`config.mk`:
```
export PLATFORM = sky130hd
export DESIGN_NAME = pid_loop_sequencer
export DESIGN_NICKNAME = d
export VERILOG_FILES = /design/src/rtl/pid_loop_sequencer.sv
export SDC_FILE = /design/constraint.sdc
export NUM_CORES = 1
export LEC_CHECK = 0
export CAP_MARGIN = 30
export CORE_ASPECT_RATIO = 1.75
export CORE_UTILIZATION = 50
export CTS_CLUSTER_DIAMETER = 40
export CTS_CLUSTER_SIZE = 40
export DETAILED_ROUTE_END_ITERATION = 8
export PLACE_DENSITY = 0.68
export SKIP_CTS_REPAIR_TIMING = 1
export SLEW_MARGIN = 20
export SYNTH_ARGS = -nofsm -noshare
export SYNTH_HDL_FRONTEND = slang
export SYNTH_SLANG_ARGS = --single-unit
```
`constraint.sdc`:
```
create_clock -name clk -period 28.4 [get_ports clk]
set_clock_uncertainty 0.15 [all_clocks]
set_input_delay 5.68 -clock clk [delete_from_list [all_inputs] [get_ports clk]]
set_output_delay 5.68 -clock clk [all_outputs]
set_load 0.03 [all_outputs]
```
`src/rtl/pid_loop_sequencer.sv`:
```
// pid_loop_sequencer: per-sample PID update sequenced over one shared
// multiplier, with integrator/previous-error state and saturated output.
module pid_loop_sequencer #(
    parameter int INT_LIM   = 32767,
    parameter int FRAC_BITS = 8
) (
    input  logic        clk,
    input  logic        reset_n,
    input  logic        sample_tick,
    input  logic [15:0] setpoint,
    input  logic [15:0] focus_signal,
    input  logic [15:0] kp,
    input  logic [15:0] ki,
    input  logic [15:0] kd,
    input  logic [15:0] threshold,
    input  logic        mute,
    output logic [15:0] ctrl_out,
    output logic        out_valid,
    output logic        busy,
    output logic [7:0]  overrun_cnt
);

    typedef enum logic [2:0] {
        S_IDLE,
        S_ERR,
        S_MUL_P,
        S_MUL_I,
        S_MUL_D,
        S_SUM
    } state_t;

    localparam logic signed [17:0] LIM_P = 18'(INT_LIM);
    localparam logic signed [17:0] LIM_N = -LIM_P;

    state_t state;
    state_t state_nxt;

    logic [15:0] sp_q;
    logic [15:0] fs_q;
    logic [15:0] kp_q;
    logic [15:0] ki_q;
    logic [15:0] kd_q;
    logic [15:0] th_q;
    logic        mute_q;

    logic signed [16:0] err_q;
    logic signed [16:0] integ_q;
    logic signed [16:0] prev_q;
    logic signed [35:0] acc_q;

    logic signed [16:0] err_raw;
    logic signed [16:0] err_abs;
    logic signed [16:0] err_db;
    logic signed [17:0] integ_sum;
    logic signed [16:0] integ_nxt;
    logic signed [17:0] d_diff;

    logic signed [17:0] mul_a;
    logic signed [16:0] mul_b;
    logic signed [34:0] prod;
    logic signed [35:0] prod_ext;
    logic signed [35:0] term;
    logic        [15:0] sat_val;

    // State register
    always_ff @(posedge clk) begin
        if (!reset_n) begin
            state <= S_IDLE;
        end else begin
            state <= state_nxt;
        end
    end

    // Next state: fixed walk through the six phases
    always_comb begin
        state_nxt = state;
        unique case (state)
            S_IDLE:  if (sample_tick) state_nxt = S_ERR;
            S_ERR:   state_nxt = S_MUL_P;
            S_MUL_P: state_nxt = S_MUL_I;
            S_MUL_I: state_nxt = S_MUL_D;
            S_MUL_D: state_nxt = S_SUM;
            S_SUM:   state_nxt = S_IDLE;
            default: state_nxt = S_IDLE;
        endcase
    end

    // FSM outputs: busy flag and multiplier operand steering
    always_comb begin
        busy  = (state != S_IDLE);
        mul_a = '0;
        mul_b = '0;
        unique case (state)
            S_MUL_P: begin
                mul_a = {err_q[16], err_q};
                mul_b = {1'b0, kp_q};
            end
            S_MUL_I: begin
                mul_a = {integ_q[16], integ_q};
                mul_b = {1'b0, ki_q};
            end
            S_MUL_D: begin
                mul_a = d_diff;
                mul_b = {1'b0, kd_q};
            end
            default: begin
                mul_a = '0;
                mul_b = '0;
            end
        endcase
    end

    // Error with deadband, clamped integrator candidate, derivative delta
    always_comb begin
        err_raw   = $signed({1'b0, sp_q}) - $signed({1'b0, fs_q});
        err_abs   = err_raw[16] ? -err_raw : err_raw;
        err_db    = ($unsigned(err_abs) <= {1'b0, th_q}) ? '0 : err_raw;
        integ_sum = {integ_q[16], integ_q} + {err_db[16], err_db};
        if (integ_sum > LIM_P) begin
            integ_nxt = LIM_P[16:0];
        end else if (integ_sum < LIM_N) begin
            integ_nxt = LIM_N[16:0];
        end else begin
            integ_nxt = integ_sum[16:0];
        end
        d_diff = {err_q[16], err_q} - {prev_q[16], prev_q};
    end

    assign prod     = mul_a * mul_b;
    assign prod_ext = {prod[34], prod};
    assign term     = prod_ext >>> FRAC_BITS;

    // Clip the wide accumulator into the signed 16-bit output range
    always_comb begin
        if (acc_q > 36'sd32767) begin
            sat_val = 16'h7FFF;
        end else if (acc_q < -36'sd32768) begin
            sat_val = 16'h8000;
        end else begin
            sat_val = acc_q[15:0];
        end
    end

    // Datapath: snapshot, loop state, accumulation, output and overruns
    always_ff @(posedge clk) begin
        if (!reset_n) begin
            sp_q        <= '0;
            fs_q        <= '0;
            kp_q        <= '0;
            ki_q        <= '0;
            kd_q        <= '0;
            th_q        <= '0;
            mute_q      <= 1'b0;
            err_q       <= '0;
            integ_q     <= '0;
            prev_q      <= '0;
            acc_q       <= '0;
            ctrl_out    <= '0;
            out_valid   <= 1'b0;
            overrun_cnt <= '0;
        end else begin
            out_valid <= 1'b0;
            if (sample_tick && state != S_IDLE && overrun_cnt != 8'hFF) begin
                overrun_cnt <= overrun_cnt + 8'd1;
            end
            unique case (state)
                S_IDLE: begin
                    if (sample_tick) begin
                        sp_q   <= setpoint;
                        fs_q   <= focus_signal;
                        kp_q   <= kp;
                        ki_q   <= ki;
                        kd_q   <= kd;
                        th_q   <= threshold;
                        mute_q <= mute;
                    end
                end
                S_ERR: begin
                    if (mute_q) begin
                        err_q   <= '0;
                        integ_q <= '0;
                        prev_q  <= '0;
                    end else begin
                        err_q   <= err_db;
                        integ_q <= integ_nxt;
                    end
                end
                S_MUL_P: acc_q <= term;
                S_MUL_I: acc_q <= acc_q + term;
                S_MUL_D: acc_q <= acc_q + term;
                S_SUM: begin
                    ctrl_out  <= mute_q ? 16'h0000 : sat_val;
                    out_valid <= 1'b1;
                    prev_q    <= err_q;
                end
                default: ;
            endcase
        end
    end

endmodule

```
==> results of run 1 <==
-- placed cells by master, fill, tap and decap left out, drive strengths merged, types with 11 or more instances in the layout --
cell type      Yosys  routed
o21ai            100     100
a21oi            239     239
nand3             47      47
a211oi            19      19
a21o              41      41
xor2              35      35
o32ai             11      11
buf               15      49
fa               289     289
nand2            487     487
nor2b             24      24
clkdlybuf4s50      0     125
or3               15      15
a311oi            12      12
a31oi             17      17
nor2             180     180
dfxtp            212     212
inv              428     436
clkbuf           116      28
o221ai            13      13
nand4             18      18
nor3              35      35
xnor2             78      78
and2              49      49
and3              15      15
nand2b            15      15
a22o              27      27
o21a              34      34
mux2i             34      34
ha               192     192
-- logic make-up after synthesis --
| logic type | after synthesis | synth area share, % |
|---|---|---|
| adders and majority gates | 487 | 34.0 |
| muxes | 39 | 1.63 |
| buffers and inverters | 559 | 8.69 |
| and+or+nand+nor | 924 | 16.7 |
| DFF | 212 | 17.5 |
| AOI/OAI and AO/OA | 641 | 17.3 |
| xor gates and xnor gates | 113 | 4.16 |
-- metrics by stage --
| stage | setup slack, ns | area (µm²) |
|---|---|---|
| after floorplan | 17.51 | 24300 |
| after global placement | 16.34 | 26300 |
| after detailed placement | 16.11 | 26300 |
| after CTS | 16.01 | 27300 |
| after global routing | 15.17 | 27300 |
| final | 16.00 | 27300 |
-- cell usage after synthesis (all sizes together), types with 10 or more instances --
library cell  number  share of area (%)
buf               15               0.27
nor2b             24               0.62
ha               192                9.9
o221ai            13               0.47
a21oi            239                4.9
nand3             47               0.97
mux2i             34                1.4
fa               289                 24
a22o              27               0.97
nand2b            15               0.39
nand4             18               0.46
a221oi            10               0.36
o211ai            10               0.31
inv              428                6.6
nor3              35               0.74
nor2             180                2.8
a211oi            19               0.59
and3              15               0.39
a311oi            12               0.46
o21ai            100                2.1
nand2            487                7.5
a21o              41                1.3
o21a              34                1.1
dfxtp            212                 17
or3               15               0.39
nor4              10               0.26
a31oi             17               0.50
xnor2             78                2.9
and2              49                1.3
o32ai             11               0.40
xor2              35                1.3
clkbuf           116                1.8
-- cell type report --
| class | count | area, µm² | share of cell area [%] |
|---|---|---|---|
| multi-input cells | 2204 | 18000 | 66.1 |
| flip-flops and latches | 212 | 4250 | 15.6 |
| repair buffers | 174 | 1620 | 5.92 |
| inverters | 428 | 1610 | 5.90 |
| well taps | 648 | 811 | 2.97 |
| clock buffers | 28 | 678 | 2.49 |
| clock inverters | 20 | 287 | 1.05 |
-- flip-flops by register name, summed over array words and instances (netlist names) --
name and count:
sp_q 16, kd_q 16, prev_q 17, out_valid 1, kp_q 16, state 3
overrun_cnt 8, th_q 16, ctrl_out 16, integ_q 17, mute_q 1, ki_q 16
fs_q 16, acc_q 36, err_q 17
-- power groups by stage --
stage / Clock (mW) / Sequential, mW / Combinational (mW)
floorplan: 0 / 0.349 / 0.516
global placement: 0 / 0.357 / 0.665
detailed placement: 0 / 0.358 / 0.687
CTS: 0.372 / 0.351 / 0.690
global route: 0.383 / 0.355 / 0.766
finish: 0.364 / 0.352 / 0.699
-- worst max-delay path by stage --
| stage | start | to | slack (ns) | cells past startpoint |
|---|---|---|---|---|
| detailed placement | err_q[0]$_SDFFE_PN0P_ | acc_q[35]$_SDFFE_PN0N_ | 16.11 | 44 |
| CTS | err_q[0]$_SDFFE_PN0P_ | acc_q[35]$_SDFFE_PN0N_ | 16.01 | 44 |
| global placement | err_q[0]$_SDFFE_PN0P_ | acc_q[35]$_SDFFE_PN0N_ | 16.34 | 44 |
| global route | err_q[0]$_SDFFE_PN0P_ | acc_q[35]$_SDFFE_PN0N_ | 15.17 | 44 |
| finish | err_q[0]$_SDFFE_PN0P_ | acc_q[35]$_SDFFE_PN0N_ | 16.00 | 44 |
| floorplan | prev_q[1]$_SDFFE_PN0P_ | acc_q[35]$_SDFFE_PN0N_ | 17.51 | 44 |
-- critical path: cells and delay by family, from the launching register on --
kind / cells / cell delay (ns)
buffers and inverters: 5 / 0.28
AND/OR/NAND/NOR: 7 / 1.98
XOR/XNOR: 2 / 0.24
adder cells (fa/ha/maj): 10 / 4.44
AO/OA/AOI/OAI: 20 / 4.77
flip-flops: 1 / 0.38
-- per-layer routing --
metal / up-vias / GRT usage [%] / wire [µm] / share of wire (%)
met4: 2 / 22.7 / 6080 / 8.0
met3: 317 / 4.47 / 3670 / 4.8
met2: 726 / 57.9 / 39200 / 51
met1: 10600 / 33.4 / 27200 / 36
met5: - / 0 / 12 / 0.016
li1: 9978 / - / - / -
==> summary.md, run 1 <==
| Metric | Value |
|---|---|
| Status | `complete, no violations` |
| Cell depth of the worst hold path | `2` |
| Clk_lat worst skew | `0.59 ns` |
| Int Pwr | `~0.79 mW` |
| First-pass GRT wire length | `122000 µm` |
| Largest net degree at the start of global routing | `between 80 and 90` |
| TritonCTS buffer count | `26` |
| Max transition margin | `between 30 and 40%` |
| Die area | `slightly below 50000 µm²` |
| Worst EP arrival | `around 13 ns` |
| DRT iter0 DRCs | `about 1.1k` |
| Syn_nets | `~3.6k` |
| Hold path endpoint | `kd_q[3]$_SDFFE_PN0P_` |
| Area delta synth->final | `12.4%` |
| Vias in the first global route | `about 23k` |
| Antenna viol nets, final | `0` |
| FF-to-FF setup slack | `16.00 ns` |
| GP Congestion | `a little over 1` |
| Drt via density | `5.81` |
| Setup CP Type | `reg2reg` |
| Hold_sp | `kd_q[3]$_SDFFE_PN0P_` |
| Max incr delay on CP | `between 0.6 and 0.7 ns` |
| Top Ports | `~130` |
| Max Slew Vio Count | `0` |
| Max VDD drop | `between 0.06 and 0.07 mV` |
| Reg2reg end | `acc_q[35]$_SDFFE_PN0N_` |
| Sequential area share after synthesis | `17.5%` |
| Port Buffer Count | `roughly 130` |
| Nets@finish | `3627` |
| Clock group share of total power | `between 20% and 30%` |
| Row cnt | `106` |
| Yosys reg bits | `between 200 and 250` |
| TritonCTS clock tree | `yes` |
| Global Route Usage Sum | `about a third` |
| Die Y | `293 µm` |
| Post-Syn Instances | `2975` |
| F_max | `80.7 MHz` |
| HPWL Detailed | `about 60000 µm` |
| Drt drc | `0` |
| Cell Area, Synth | `24300 µm²` |
| Final Core Density | `between 50% and 60%` |
| # setup viols final | `0` |
| Slowest CP cell | `or4_1` |
| N_diodes | `0` |
| GRT Residual Overflow | `0` |
| Initial antenna violation count | `1` |
| Final WL | `~76000 µm` |
| Die Width | `roughly 170 µm` |
| Min-Delay Path Class | `reg2reg` |
| Net Sw Frac | `approximately 44%` |
| Power Total | `1.42 mW` |
| Core ar. | `between 40000 and 50000 µm²` |
| Setup_tns | `0 ns` |
| Comb power frac | `49.4%` |
| Drt wl/cell | `20.5 µm` |
| Synthesized area per cell | `8.16 µm²` |
| Crit end category | `flip-flop` |
| Final std cells w/o fill | `3714` |
| Reg-to-reg startpoint | `err_q[0]$_SDFFE_PN0P_` |
| EDFF count, synth | `0` |
| First-pass iteration count of the detailed router | `6` |
| # clock sinks | `roughly 210` |
| Pwr Density | `51.9 nW/µm²` |
| Startpoint type of the worst setup path | `flip-flop` |
| Max_cap viols | `0` |
| Slew @ Worst Pin | `between 0.9 and 1 ns` |
| P_sw | `0.623 mW` |
| Worst r2r path cells | `44` |
| Reg power frac | `24.9%` |
| Synth unique cells | `81` |
| Fin crit period | `~12 ns` |
| Clock buffer depth | `3` |
| Placed insts | `3662` |
| Ys async rst share | `0%` |
| Crit share post-route | `43.6%` |
| Via count | `roughly 22k` |
| Clock root cell | `clkbuf_16` |
| Main synth FF type | `dfxtp_1` |
| Most used cell, CP | `fa_1` |
| Ys Warns | `0` |
| Share of layout cells above drive strength 1 | `5.09%` |
| Critical-path maximum fanout | `6` |
| Filler cell count | `around 4.5k` |
| Leak | `about 12 nW` |
| Worst Hold Slack | `slightly above 0.3 ns` |
| Final Hold Fails | `0` |
| CP required | `between 20 and 30 ns` |
| RSZ-0062 raised after global routing | `no` |
| Initial core utilization | `approximately 51%` |
| Htree depth | `1` |
| Clock slew at reported path FFs | `roughly 0.070 ns` |
No activity file was read; power rests on OpenSTA's default activity.
==> run 2, diff against run 1 <==
==> constraint.sdc (replaced) <==
create_clock -name clk -period 11.5 [get_ports clk]
set_clock_uncertainty 0.15 [all_clocks]
set_input_delay 2.3 -clock clk [delete_from_list [all_inputs] [get_ports clk]]
set_output_delay 2.3 -clock clk [all_outputs]
set_load 0.03 [all_outputs]
==> summary.md, run 2 (synthesis gave the netlist of run 1 again) <==
| Metric | Value |
|---|---|
| Area delta synth->final | `16.4%` |
| Largest net degree at the start of global routing | `82` |
| Share of layout cells above drive strength 1 | `roughly a tenth` |
| Max Slew Vio Count | `0` |
| Clock slew at reported path FFs | `0.07 ns` |
| # setup viols final | `0` |
| F_max | `91.2 MHz` |
| Drt wl/cell | `20.2 µm` |
| Die Y | `293 µm` |
| Fin crit period | `10.96 ns` |
| Buf+Inv Stages, Crit Path | `10` |
| Row cnt | `106` |
| Net Sw Frac | `between 40% and 50%` |
| First-pass iteration count of the detailed router | `5` |
| DRT iter0 DRCs | `1220` |
| Max incr delay on CP | `approximately 0.59 ns` |
| Nets@finish | `3741` |
| HPWL Detailed | `between 60000 and 70000 µm` |
| Final Hold Fails | `0` |
| Placed insts | `3772` |
| Crit end category | `flip-flop` |
| Place WS | `0.00654 ns` |
| Worst Setup Slack, final | `0.538 ns` |
| Global Route Usage Sum | `about a third` |
| Via count | `~22k` |
| Reg power frac | `between 20% and 30%` |
| Comb power frac | `a little over half` |
| Slowest CP cell | `fa_1` |
| Clock buffer depth | `3` |
| Vias in the first global route | `23.4k` |
| CP required | `11.78 ns` |
| Crit share post-route | `95.3%` |
| Max VDD drop | `between 0.1 and 0.15 mV` |
| N_diodes | `0` |
| TritonCTS clock tree | `yes` |
| Min-Delay Path Class | `reg2reg` |
| Critical Path Stages | `47` |
| Worst EP arrival | `11.24 ns` |
| Final WL | `77100 µm` |
| Clock group share of total power | `between 20 and 25%` |
| Initial antenna violation count | `1` |
| Max transition margin | `a little under a third` |
| GP Congestion | `~0.99` |
| Die area | `49500 µm²` |
| Status | `complete, no violations` |
| Drt drc | `0` |
| CP delay by family, top | `adder cells` |
| Slew @ Worst Pin | `1.02 ns` |
| Final std cells w/o fill | `roughly 3.8k` |
| Drt via density | `5.73` |
| Top reg by flops | `acc_q` |
| # clock sinks | `roughly 210` |
| Pwr Density | `approximately 130 nW/µm²` |
| Setup CP Type | `reg2reg` |
| Top Ports | `roughly 130` |
| Worst r2r path cells | `between 40 and 50` |
| Most frequent cells in the layout | `nand2_1 (485), inv_1 (427), fa_1 (289)` |
| Die Width | `roughly 170 µm` |
| Clock root cell | `clkbuf_16` |
| Startpoint type of the worst setup path | `flip-flop` |
| Htree depth | `1` |
| Max_cap viols | `0` |
| Max reg flops | `36` |
| Port Buffer Count | `around 130` |
| Critical-path maximum fanout | `8` |
| First-pass GRT wire length | `124000 µm` |
| P_sw | `1.58 mW` |
| Antenna viol nets, final | `0` |
| TritonCTS buffer count | `25` |
| Most used cell, CP | `buf_4` |
| GRT Residual Overflow | `0` |
| FF-to-FF setup slack | `roughly 0.54 ns` |
| Core ar. | `47900 µm²` |
| Int Pwr | `2.04 mW` |
| Initial core utilization | `between 50% and 60%` |
| Commonest non-fill, non-tap cell in the layout | `nand2_1` |
| Leak | `12.7 nW` |
| Clk_lat worst skew | `slightly below 0.6 ns` |
| Cell depth of the worst hold path | `2` |
==> run 2: cell count changes in the layout (fill, tap and decap cells not counted), moves of 4 or more <==
cell and delta:
a21boi_2 +4, a21oi_2 +5, buf_4 +111, a21boi_0 -6
o21ai_0 -8, clkinv_8 -5, a21oi_1 -5, o21ai_1 +7
==> run 2: power by group through the flow <==
stage / logic (mW) / clock network (mW) / registers [mW]
floorplan: 1.28 / 0 / 0.862
global placement: 1.75 / 0 / 0.882
detailed placement: 1.81 / 0 / 0.885
CTS: 1.82 / 0.827 / 0.869
global route: 2.12 / 0.856 / 0.879
finish: 1.94 / 0.812 / 0.870
==> run 2: path summary, 6_finish.rpt <==
check | start | to
hold / removal | kp_q[4]$_SDFFE_PN0P_ | kp_q[4]$_SDFFE_PN0P_
setup reg to reg | prev_q[1]$_SDFFE_PN0P_ | acc_q[34]$_SDFFE_PN0N_
hold reg to reg | kp_q[4]$_SDFFE_PN0P_ | kp_q[4]$_SDFFE_PN0P_
setup / recovery | prev_q[1]$_SDFFE_PN0P_ | acc_q[34]$_SDFFE_PN0N_
==> run 2: metal layers <==
layer	share of wire (%)	wire length, µm	up-vias	track usage, %
met5	0	0	-	0
met4	7.0	5380	0	20.2
met3	4.9	3780	248	3.79
met2	52	40300	702	60.4
met1	36	27700	10800	34.2
li1	-	-	10200	-
==> run 2: cell type report <==
| type | count | area, µm² |
|---|---|---|
| inverter | 428 | 1610 |
| multi-input combinational | 2204 | 18200 |
| timing repair buffer | 289 | 2520 |
| clock buffer | 27 | 643 |
| fill | 4437 | 19600 |
| tap | 648 | 811 |
| clock inverter | 17 | 185 |
| sequential | 212 | 4250 |
==> run 2: tightest hold or removal path, stage by stage, from the launching register on <==
cell and delay [ns]:
dfxtp_1 0.31, nand2_1 0.05, a21oi_1 0.05
==> run 2: metrics by stage <==
stage | util (%) | instance area [µm²] | TNS (ns) | hold WS, ns | power [mW]
CTS | 58.4 | 28000 | -0.110 | 0.307 | 3.51
global placement | 56.7 | 27100 | 0 | 0.293 | 2.63
global route | 59.0 | 28200 | -0.00206 | 0.320 | 3.85
floorplan | - | 24300 | 0 | 0.283 | 2.14
detailed placement | 56.7 | 27100 | 0 | 0.297 | 2.69
finish | 59.0 | 28200 | 0 | 0.304 | 3.62
